**src/rtl/fc_layer2_argmax.sv**
```systemverilog
// fc_layer2_argmax
//
// Second fully-connected layer plus argmax. A single signed multiplier is
// time-multiplexed over NUM_CLASSES x IN_SIZE steps. Each logit is saturated
// to W bits, and the index of the largest saturated logit is reported. On a
// tie, the lowest index wins.
//
// Ports:
//   clk             rising-edge clock
//   reset_n         asynchronous active-low reset
//   start           request; accepted only in IDLE or DONE
//   in_vector_flat  IN_SIZE signed activations, element k at [k*W +: W]
//   weights_flat    signed weights, (c,k) at [(c*IN_SIZE+k)*W +: W]; held while busy
//   biases_flat     signed biases, bias c at [c*W +: W]; held while busy
//   logits_flat     saturated logits, logit c at [c*W +: W]; valid while done
//   class_idx       index of the maximum logit
//   max_logit       value of the maximum logit
//   busy            high while the MAC sequence runs
//   done            level; results valid while high
module fc_layer2_argmax #(
  parameter int IN_SIZE     = 8,
  parameter int NUM_CLASSES = 10,
  parameter int W           = 8,
  parameter int ACC_WIDTH   = 2*W + $clog2(IN_SIZE) + 1,
  parameter int IDX_W       = $clog2(NUM_CLASSES)
) (
  input  logic                           clk,
  input  logic                           reset_n,
  input  logic                           start,
  input  logic [W*IN_SIZE-1:0]           in_vector_flat,
  input  logic [W*NUM_CLASSES*IN_SIZE-1:0] weights_flat,
  input  logic [W*NUM_CLASSES-1:0]       biases_flat,
  output logic [W*NUM_CLASSES-1:0]       logits_flat,
  output logic [IDX_W-1:0]               class_idx,
  output logic [W-1:0]                   max_logit,
  output logic                           busy,
  output logic                           done
);

  localparam int K_W = (IN_SIZE > 1) ? $clog2(IN_SIZE) : 1;
  localparam logic [K_W-1:0]   K_LAST = K_W'(IN_SIZE - 1);
  localparam logic [IDX_W-1:0] C_LAST = IDX_W'(NUM_CLASSES - 1);
  localparam logic signed [ACC_WIDTH-1:0] SAT_HI = ACC_WIDTH'((1 << (W-1)) - 1);
  // Bitwise inverse of +2^(W-1)-1 is exactly -2^(W-1).
  localparam logic signed [ACC_WIDTH-1:0] SAT_LO = ~SAT_HI;

  typedef enum logic [1:0] {IDLE, MAC, DONE} state_t;

  state_t state, state_nxt;

  logic [W*IN_SIZE-1:0]          x_reg;
  logic [IDX_W-1:0]              c;
  logic [K_W-1:0]                k;
  logic signed [ACC_WIDTH-1:0]   acc;
  logic signed [W-1:0]           run_max;
  logic [IDX_W-1:0]              run_idx;

  logic                          accept;
  logic                          last_k;
  logic                          last_step;
  logic [IDX_W-1:0]              c_inc;
  logic [IDX_W-1:0]              bias_idx;
  logic signed [W-1:0]           bias_sel;
  logic signed [ACC_WIDTH-1:0]   bias_ext;
  logic signed [W-1:0]           x_k;
  logic signed [W-1:0]           w_ck;
  logic signed [2*W-1:0]         prod;
  logic signed [ACC_WIDTH-1:0]   sum;
  logic signed [W-1:0]           sat;
  logic                          upd;
  logic signed [W-1:0]           max_nxt;
  logic [IDX_W-1:0]              idx_nxt;

  // ---------------- FSM: state register ----------------
  // NOTE: every clocked process uses non-blocking (<=) assignments so all
  // registers update together from values sampled at the same edge.
  always_ff @(posedge clk or negedge reset_n) begin
    if (!reset_n) state <= IDLE;
    else          state <= state_nxt;
  end

  // ---------------- FSM: next-state logic ----------------
  // NOTE: defaulting every always_comb output first guarantees no path
  // leaves it unassigned, so no latch is inferred.
  always_comb begin
    state_nxt = state;
    case (state)
      IDLE, DONE: if (start)     state_nxt = MAC;
      MAC:        if (last_step) state_nxt = DONE;
      default:                   state_nxt = IDLE;
    endcase
  end

  // ---------------- FSM: outputs ----------------
  always_comb begin
    busy = (state == MAC);
    done = (state == DONE);
  end

  // ---------------- datapath ----------------
  always_comb begin
    accept    = start && (state == IDLE || state == DONE);
    last_k    = (k == K_LAST);
    last_step = (state == MAC) && last_k && (c == C_LAST);
    c_inc     = c + 1'b1;
    // A new run starts from bias[0]; a class boundary loads the next bias.
    bias_idx  = accept ? '0 : c_inc;
    bias_sel  = biases_flat[int'(bias_idx)*W +: W];
    bias_ext  = {{(ACC_WIDTH-W){bias_sel[W-1]}}, bias_sel};

    x_k  = x_reg[int'(k)*W +: W];
    w_ck = weights_flat[(int'(c)*IN_SIZE + int'(k))*W +: W];
    prod = x_k * w_ck;
    sum  = acc + {{(ACC_WIDTH-2*W){prod[2*W-1]}}, prod};

    if (sum > SAT_HI)      sat = SAT_HI[W-1:0];
    else if (sum < SAT_LO) sat = SAT_LO[W-1:0];
    else                   sat = sum[W-1:0];

    // Strictly-greater replacement keeps the lowest index on ties.
    upd     = (c == '0) || (sat > run_max);
    max_nxt = upd ? sat : run_max;
    idx_nxt = upd ? c   : run_idx;
  end

  // NOTE: the logit register bank is reset along with the rest of the state,
  // so an aborted run leaves no partial results visible on logits_flat.
  always_ff @(posedge clk or negedge reset_n) begin
    if (!reset_n) begin
      x_reg       <= '0;
      c           <= '0;
      k           <= '0;
      acc         <= '0;
      run_max     <= '0;
      run_idx     <= '0;
      logits_flat <= '0;
      class_idx   <= '0;
      max_logit   <= '0;
    end else if (accept) begin
      x_reg <= in_vector_flat;
      c     <= '0;
      k     <= '0;
      acc   <= bias_ext;
    end else if (state == MAC) begin
      if (!last_k) begin
        acc <= sum;
        k   <= k + 1'b1;
      end else begin
        logits_flat[int'(c)*W +: W] <= sat;
        run_max <= max_nxt;
        run_idx <= idx_nxt;
        if (c != C_LAST) begin
          c   <= c_inc;
          k   <= '0;
          acc <= bias_ext;
        end else begin
          class_idx <= idx_nxt;
          max_logit <= max_nxt;
        end
      end
    end
  end

endmodule

```
**config.mk**
```make
export PLATFORM = sky130hd
export DESIGN_NAME = fc_layer2_argmax
export DESIGN_NICKNAME = d
export VERILOG_FILES = /design/src/rtl/fc_layer2_argmax.sv
export SDC_FILE = /design/constraint.sdc
export NUM_CORES = 1
export LEC_CHECK = 0
export BUFFER_PORTS_ARGS = -buffer_cell sky130_fd_sc_hd__buf_2
export CAP_MARGIN = 20
export CORE_AREA = 2 2 340 342
export DETAILED_ROUTE_END_ITERATION = 10
export DIE_AREA = 0 0 342 344
export HOLD_SLACK_MARGIN = 0.03
export PLACE_DENSITY = 0.31
export SETUP_SLACK_MARGIN = 0.15
export SYNTH_ARGS = -nofsm -noshare
export SYNTH_HDL_FRONTEND = slang
export SYNTH_SLANG_ARGS = --single-unit
```
**constraint.sdc**
```tcl
create_clock -name clk -period 25.5 [get_ports clk]
set_input_delay 5.1 -clock clk [delete_from_list [all_inputs] [get_ports clk]]
set_output_delay 5.1 -clock clk [all_outputs]
set_load 0.02 [all_outputs]
```
Word-level counts from Yosys, hierarchy flattened
Cells that the tools add are included.
{"block": "totals", "word_cells": 71, "register_bits": 197}
{"block": "classes", "shift": 5, "multipliers": 1, "addsub": 5, "mux": 21, "reduce_logical": 16, "bitwise_logic": 2, "n_eq_ne": 8, "magnitude_cmp": 3}
{"op": "$shiftx 640x12->8", "count": 1}
{"op": "$bwmux 80", "count": 1}
{"op": "$mux 20", "count": 4}
{"op": "$shift 8x33->80 const A", "count": 1}
{"op": "$shiftx 8x33->80", "count": 1}
{"op": "$shiftx 80x8->8", "count": 1}
{"op": "$shiftx 64x7->8", "count": 1}
{"op": "$neg 7->33", "count": 1}
{"op": "$mux 4", "count": 6}
{"op": "$mux 8", "count": 3}
{"op": "$add 20x20->20", "count": 1}
{"op": "$gt 20x8->1 const B", "count": 1}
{"op": "$lt 20x8->1 const B", "count": 1}
{"op": "$mul 8x8->16", "count": 1}
{"op": "$mux 3", "count": 4}
{"op": "$add 7x3->8", "count": 1}
{"op": "$gt 8x8->1", "count": 1}
{"op": "$reduce_and 3->1", "count": 2}
{"op": "$reduce_bool 2->1", "count": 3}
{"op": "$add 4x1->4 const B", "count": 1}
{"op": "$eq 4x4->1 const B", "count": 1}
{"op": "$logic_not 4->1", "count": 1}
{"op": "$mux 2", "count": 2}
{"op": "$ne 4x4->1 const B", "count": 1}
{"op": "other kinds (15)", "count": 20}

Logic depth before layout (Yosys ltp)
Gate-level depths: netlist of the first run.
{"block": "depth", "depth_word": 10, "ltp_mapped": 50}

Worst setup path before layout of the first run
Ideal clock, no wire load.
{"block": "synth_path", "path_kind": "input port to flip-flop", "from": "in weights_flat[444]", "to": "reg max_logit[2]", "setup_ps": 94, "t_arrival_ps": 14864, "path_stages": 42, "setup_slack_ps": 10542, "path_buffers": 3, "path_cell_list": "mux4_2 > mux4_2 > mux4_2 > a21boi_1 > nor2_1 > fa_1 > inv_1 > fa_1 > inv_1 > fa_1 > inv_1 > fa_1 > inv_1 > ha_1 > a21oi_1 > a21oi_1 > nor2_1 > o21ai_0 > (+6 left out) > mux2_2 > a311oi_1 > xnor3_1 > a41o_2 > buf_4 > o21ai_2 > buf_2 > ha_1 > nor2b_1 > o21a_1 > o21a_1 > o21a_1 > o21a_1 > o211ai_1 > and2_1 > clkbuf_1 > nor3_4 > a211oi_1"}
{"block": "synth_between", "elab_chain_len": 9}
{"item": "start: declaration", "line_no": "31", "source": "input logic [W*NUM_CLASSES*IN_SIZE-1:0] weights_flat,"}
{"item": "$shiftx 640x12->8 (*)", "line_no": "112", "source": "w_ck = weights_flat[(int'(c)*IN_SIZE + int'(k))*W +: W];"}
{"item": "$mul 8x8->16 (*)", "line_no": "113", "source": "prod = x_k * w_ck;"}
{"item": "$add 20x20->20 (*)", "line_no": "114", "source": "sum = acc + {{(ACC_WIDTH-2*W){prod[2*W-1]}}, prod};"}
{"item": "$lt 20x8->1", "line_no": "117", "source": "else if (sum < SAT_LO) sat = SAT_LO[W-1:0];"}
{"item": "$mux 8", "line_no": "117"}
{"item": "$mux 8 (*)", "line_no": "116", "source": "if (sum > SAT_HI) sat = SAT_HI[W-1:0];"}
{"item": "$gt 8x8->1", "line_no": "121", "source": "upd = (c == '0) || (sat > run_max);"}
{"item": "$logic_or 1x1->1", "line_no": "121"}
{"item": "$mux 8 (*)", "line_no": "122", "source": "max_nxt = upd ? sat : run_max;"}
{"item": "end signal: assignment", "line_no": "158", "source": "max_logit <= max_nxt;"}
{"item": "end: declaration", "line_no": "35", "source": "output logic [W-1:0] max_logit,"}
Mark *: on every way between the ends. The rest lies on a longest branch, timed or not.
A chain may end at the register's enable or synchronous reset.

Worst setup path after layout of the first run
{"block": "layout_path", "from": "in weights_flat[355]", "to": "reg run_idx[2]"}
{"block": "layout_between", "elab_chain_len": 9}
{"item": "$shiftx 640x12->8 (*)", "line_no": "112"}
{"item": "$mul 8x8->16 (*)", "line_no": "113"}
{"item": "$add 20x20->20 (*)", "line_no": "114"}
{"item": "$lt 20x8->1", "line_no": "117"}
{"item": "$mux 8", "line_no": "117"}
{"item": "$mux 8 (*)", "line_no": "116"}
{"item": "$gt 8x8->1 (*)", "line_no": "121"}
{"item": "$logic_or 1x1->1 (*)", "line_no": "121"}
{"item": "$mux 4 (*)", "line_no": "123", "source": "idx_nxt = upd ? c : run_idx;"}
{"item": "end signal: assignment", "line_no": "151", "source": "run_idx <= idx_nxt;"}
{"item": "end: declaration", "line_no": "56", "source": "logic [IDX_W-1:0] run_idx;"}
Marked as above.

==> results of run 1 <==
==> layer usage <==
metal	track usage [%]	vias to the layer above	wire, um
met5	0	-	105
met4	3.31	16	1500
met3	3.24	99	5410
met2	31.4	650	53200
met1	23.5	8931	47500
li1	-	7899	-
==> cells in the final DEF, fill, tap and decap left out, drive strengths merged, types with 15 or more instances in the layout <==
cell / n
mux2i: 25
nor3: 15
nor2: 90
xnor2: 26
fa: 56
mux4: 219
ha: 67
a31oi: 17
nand2: 390
a21oi: 62
buf: 916
and2: 16
dfrtp: 197
a211oi: 29
nand3: 18
o21ai: 109
clkbuf: 17
inv: 120
==> path summary, 6_finish.rpt <==
path | start | endpoint
max in group asynchronous | reset_n | k[1]
min reg2reg | x_reg[18] | x_reg[18]
min | x_reg[18] | x_reg[18]
max | weights_flat[355] | run_idx[2]
max reg2reg | k[0] | run_idx[2]
min in group asynchronous | reset_n | x_reg[52]
==> kinds of logic (layout without fill, tap and decap cells) <==
family,Yosys count,in the layout
buffers and inverters,225,1059
AND/OR/NAND/NOR,582,582
adder cells (fa/ha/maj),123,123
XOR/XNOR,36,36
multiplexers,254,254
other,0,12
flip-flops,197,197
AO/OA/AOI/OAI,298,298
==> cells in the mapped netlist (16+ instances only) <==
| cell type | count | area share [%] |
|---|---|---|
| a31oi_1 | 17 | 0.60 |
| nand3_1 | 18 | 0.51 |
| mux2i_1 | 25 | 1.4 |
| nand2_1 | 390 | 8.3 |
| nor2_1 | 90 | 1.9 |
| o21ai_0 | 100 | 2.8 |
| fa_1 | 56 | 6.3 |
| inv_1 | 109 | 2.3 |
| and2_1 | 16 | 0.56 |
| a211oi_1 | 29 | 1.2 |
| a21oi_1 | 57 | 1.6 |
| buf_2 | 31 | 0.88 |
| ha_1 | 67 | 4.7 |
| xnor2_1 | 26 | 1.3 |
| clkbuf_1 | 65 | 1.4 |
| mux4_2 | 219 | 28 |
| dfrtp_1 | 197 | 28 |
==> through the flow <==
stage / hold WS [ns] / worst slack [ns]
6_report: 0.473 / 8.90
5_1_grt: 0.501 / 8.10
4_1_cts: 0.479 / 8.83
3_5_place_dp: 0.460 / 8.27
3_3_place_gp: 0.456 / 8.35
2_1_floorplan: 0.440 / 10.54
==> worst register-to-register path: cells and delay by family (launching register included) <==
family	cells	cell delay (ns)
buffers and inverters	7	2.54
and+or+nand+nor	3	0.52
xor gates and xnor gates	2	0.83
AOI/OAI and AO/OA	17	4.57
muxes	5	2.36
DFF	1	0.73
adders and majority gates	7	3.04
==> layout make-up <==
| cell class | count | area [sq um] |
|---|---|---|
| clock inverter | 15 | 190 |
| inverter | 111 | 419 |
| multi-input combinational | 1293 | 11900 |
| tap | 1512 | 1890 |
| antenna | 12 | 30.0 |
| fill | 12700 | 89400 |
| clock buffer | 17 | 425 |
| sequential | 197 | 4940 |
| timing repair buffer | 916 | 4680 |
==> reports/summary.txt, run 1 <==
CTS tree -> done
Final period util -> 65.1%
Port Buffer Count -> 880
Setup TNS -> 0 ns
Routed via count -> 17,600
Clock Tree Root -> clkbuf_16
RePlAce Congestion -> 0.923
Layout cell share with drive strength beyond 1 -> 47.6%
Max reg flops -> 80
DP Area -> 0.0239 sq mm
Synth Net Count -> 2,625
Worst path required time -> 25.90 ns
RSZ-0062 raised after global routing -> false
Synth async-reset ratio -> 100%
CP Capture Type -> flop
Total grt overflow -> 0
Fin util -> 21.5%
Fin cells -> 4,073
Post-synthesis cell type count -> 68
Final instance area -> 0.0245 sq mm
Post-detail-place hpwl -> 92,200 um
Synth warn -> 0
Die Height -> 344 um
Nets -> 3,446
Buffers & Inverters on Critical Path -> 6
Compound-cell area share of the yosys netlist -> 10.6%
Worst Path Arrival -> 16.99 ns
Die W -> 342 um
FF-to-FF path depth -> 41
Remaining DRCs -> 0
Number of enable flip-flop cells after synthesis -> 0
Iter 0 DRT Violations -> 1,055
CP top delay family -> compound AO/OA/AOI/OAI gates
Multiplexer share of the synthesized area -> 29.9%
Routed len/inst -> 26.4 um
Hold buffer count at cts -> 0
ANT nets after route -> 0
Placed Cells -> 4,029
Syn avg cell area -> 10.3 sq um
Num rows -> 124
Number of global-route vias before repair -> 19,000
Slowest cell on crit path -> o21ai_2
Htree depth -> 4
Largest net degree at the start of global routing -> 72
DRT Wirelength -> 108,000 um
Slowest Stage Delay on Critical Path -> 0.60 ns
First-pass GRT wire length -> 149,000 um
Global-route usage over all layers -> 18.0%
Setup-failing EPs final -> 0
TritonCTS Sinks -> 197
Seq/Total Area, Yosys -> 27.8%
CP Max Fanout -> 23
Die area -> 0.118 sq mm
Worst hold path stage count -> 2
Status -> finished clean
Post-CTS sizing -> 0
Register bit total from synthesis -> 197
Clk Latency, worst-skew pair -> 0.52 ns
Worst hold path type -> reg2reg
Via/cell ratio -> 4.32
Max Cap Viol -> 0
Clk buf depth -> 2
Synth Area in XOR/XNOR -> 1.86%
Main combinational cell family by area after synthesis -> multiplexers
Flop-to-flop setup slack -> 10.82 ns
DRT Pass-1 Iters -> 5
Post-synthesis adder-cell area fraction -> 11.1%
Simple logic cell fraction of the synthesized area -> 13.7%
Final hold violation count -> 0
Final min period -> 16.60 ns
Worst setup path class -> in2reg
Post-CTS setup buffers -> 0
Core Area -> 0.114 sq mm
Clock-pin slew on the worst setup and hold paths -> 0.09 ns
CTS Buf Count -> 17
Synth Flop Type -> dfrtp_1
Synthesized area -> 0.0177 sq mm
Initial antenna violation count -> 45
I/O pin count -> 881
Mapped Cells -> 1,715
Layout area overhead -> 38.2%
Tightest Pin Transition -> 1.04 ns
Initial Util -> 15.6%
Critical path depth in cells -> 40
Skew final -> 0.0299 ns
Final Max Slew Viols -> 0
Slew HR -> 28.8%
Startpoint Class -> input port
Fmax -> 0.0602 GHz
Power of run 1 is not shown: default switching activity piles up to over one toggle a cycle in this logic, so the estimate is an artifact.
==> inputs of run 2 (changes only) <==
--- a/config.mk
+++ b/config.mk
@@ -5,11 +5,12 @@
 export SDC_FILE = /design/constraint.sdc
 export NUM_CORES = 1
 export LEC_CHECK = 0
+export ABC_AREA = 1
 export BUFFER_PORTS_ARGS = -buffer_cell sky130_fd_sc_hd__buf_2
 export CAP_MARGIN = 20
-export CORE_AREA = 2 2 340 342
+export CORE_AREA = 2 2 348 350
 export DETAILED_ROUTE_END_ITERATION = 10
-export DIE_AREA = 0 0 342 344
+export DIE_AREA = 0 0 350 352
 export HOLD_SLACK_MARGIN = 0.03
 export PLACE_DENSITY = 0.31
 export SETUP_SLACK_MARGIN = 0.15
==> constraint.sdc (replaced) <==
create_clock -name clk -period 17 [get_ports clk]
set_input_delay 3.4 -clock clk [delete_from_list [all_inputs] [get_ports clk]]
set_output_delay 3.4 -clock clk [all_outputs]
set_load 0.02 [all_outputs]
==> reports/summary.txt, run 2 <==
Status -> finished clean
Synthesized area -> 0.0189 sq mm
Die Height -> 352 um
I/O pin count -> 881
Startpoint Class -> input port
Via/cell ratio -> 4.45
Remaining DRCs -> 0
Iter 0 DRT Violations -> 1,791
Final min period -> 12.94 ns
FF-to-FF path depth -> 58
Nets -> 4,502
Routed len/inst -> 24.6 um
Top cells by area, synth -> dfrtp_1 (26%), nand2_1 (12%), o21ai_0 (12%)
Yosys top cell area share -> 26.1%
Critical path's most frequent cell -> nand2_1
Register bit total from synthesis -> 197
Largest net degree at the start of global routing -> 142
Final Max Slew Viols -> 0
Top-count cell post-synth -> nand2_1
Core Area -> 0.119 sq mm
Synth Net Count -> 3,756
Final period util -> 76.1%
Clk buf depth -> 2
RSZ-0062 raised after global routing -> false
Die W -> 350 um
CTS tree -> done
Slowest Stage Delay on Critical Path -> 0.60 ns
Number of enable flip-flop cells after synthesis -> 0
Clk Latency, worst-skew pair -> 0.52 ns
Flop-to-flop setup slack -> 5.06 ns
CP Capture Type -> flop
Final hold violation count -> 0
Hold path start -> x_reg[6]
Area leader, netlist -> dfrtp_1
Post-synthesis cell type count -> 54
Synth async-reset ratio -> 100%
Routed via count -> 23,300
Post-CTS sizing -> 0
Worst setup path class -> in2reg
DRT Wirelength -> 129,000 um
Skew final -> 0.0288 ns
Worst hold path type -> reg2reg
Worst path required time -> 17.38 ns
Port Buffer Count -> 880
Layout area overhead -> 35.5%
RePlAce Congestion -> 0.856
Setup TNS -> 0 ns
Synth warn -> 0
Layout cell share with drive strength beyond 1 -> 28.4%
Number of global-route vias before repair -> 23,700
Commonest non-fill, non-tap cells in the layout -> buf_2 (879), nand2_1 (592), nor2_1 (508)
Initial antenna violation count -> 62
Mapped Cells -> 2,846
Initial Util -> 15.8%
Num rows -> 127
CTS Buf Count -> 17
CP Max Fanout -> 14
Die area -> 0.123 sq mm
TritonCTS Sinks -> 197
First-pass GRT wire length -> 178,000 um
Tightest Pin Transition -> 0.995 ns
Total grt overflow -> 0
Worst hold endpoint -> x_reg[6]
Hold buffer count at cts -> 0
Slew HR -> 33.0%
Top cells by count, synth -> nand2_1 (593), nor2_1 (508), o21ai_0 (438)
Worst hold path stage count -> 2
Commonest non-fill, non-tap cell in the layout -> buf_2
Seq/Total Area, Yosys -> 26.1%
Slowest cell on crit path -> o22ai_1
Syn avg cell area -> 6.64 sq um
Setup-failing EPs final -> 0
Max Cap Viol -> 0
Clock-pin slew on the worst setup and hold paths -> 0.08 ns
Worst Path Arrival -> 13.32 ns
Synth Flop Type -> dfrtp_1
Global-route usage over all layers -> 20.3%
Reg2Reg Capture Point -> run_max[5]
Clock Tree Root -> clkbuf_16
Post-CTS setup buffers -> 0
Max reg flops -> 80
Post-detail-place hpwl -> 104,000 um
Reg2Reg Launch Point -> k[0]
Htree depth -> 4
DRT Pass-1 Iters -> 5
ANT nets after route -> 0
Fmax -> 0.0773 GHz
[run 2: cell count changes in the layout (fill, tap and decap cells not counted), sizes merged, moves of 78 or more]
cell | previous run | this run
o221ai | 7 | 107
nor2 | 90 | 513
o21ai | 109 | 460
inv | 120 | 198
mux4 | 219 | 0
nand3 | 18 | 114
nand2 | 390 | 612
[run 2: routing by layer]
layer	part of all wire [%]	track usage, %	vias to the layer above
met5	0.056	0	-
met4	2.1	5.49	10
met3	5.8	3.97	135
met2	49	35.0	753
met1	43	25.5	11200
li1	-	-	11200
[run 2: through the flow]
step	hold slack (ns)	setup slack [ns]	utilization, %	instances	instance area (sq um)
finish	0.483	4.06	21.5	5242	25600
floorplan	0.444	5.56	-	2846	18900
CTS	0.488	3.90	21.4	5214	25500
global placement	0.463	3.39	20.8	5182	24900
detailed placement	0.464	3.37	20.8	5182	24900
global route	0.498	2.86	21.4	5235	25600
[run 2: cells by family (layout without fill, tap and decap cells)]
kind of cell             after synthesis  in the layout  synth area share [%]
other                                  0             25                     0
adder cells (fa/ha/maj)              123            123                  10.4
buffers and inverters                391           1150                  8.30
flip-flops                           197            197                  26.1
AO/OA/AOI/OAI                        829            829                  26.1
XOR/XNOR                              22             22                  1.16
AND/OR/NAND/NOR                     1284           1284                  28.0
[run 2: worst max path at each step]
stage	from	to	slack (ns)	cells past startpoint
6_report	weights_flat[500]	run_max[5]	4.06	60
5_1_grt	weights_flat[492]	run_max[4]	2.86	62
4_1_cts	weights_flat[500]	run_max[5]	3.90	62
3_5_place_dp	weights_flat[500]	run_max[5]	3.37	62
3_3_place_gp	weights_flat[492]	max_logit[5]	3.39	58
2_1_floorplan	weights_flat[396]	max_logit[6]	5.56	60
[run 2: worst max-delay path: cells and delay by family]
family | cells | cell delay (ns)
fa+ha+maj | 7 | 2.66
buf+inv | 10 | 1.10
simple gates | 23 | 2.57
xor+xnor | 1 | 0.18
compound gates | 19 | 3.41
[run 2: final cells by class]
type                    instances  area, sq um
diodes                         25         62.6
clock buffers                  17          425
clock inverters                15          218
fillers                     14000        93700
inverters                     192          737
multi-input cells            2258        12400
flip-flops and latches        197         4940
well taps                    1612         2020
repair buffers                926         4800
Power of run 2 is left out for the same reason.
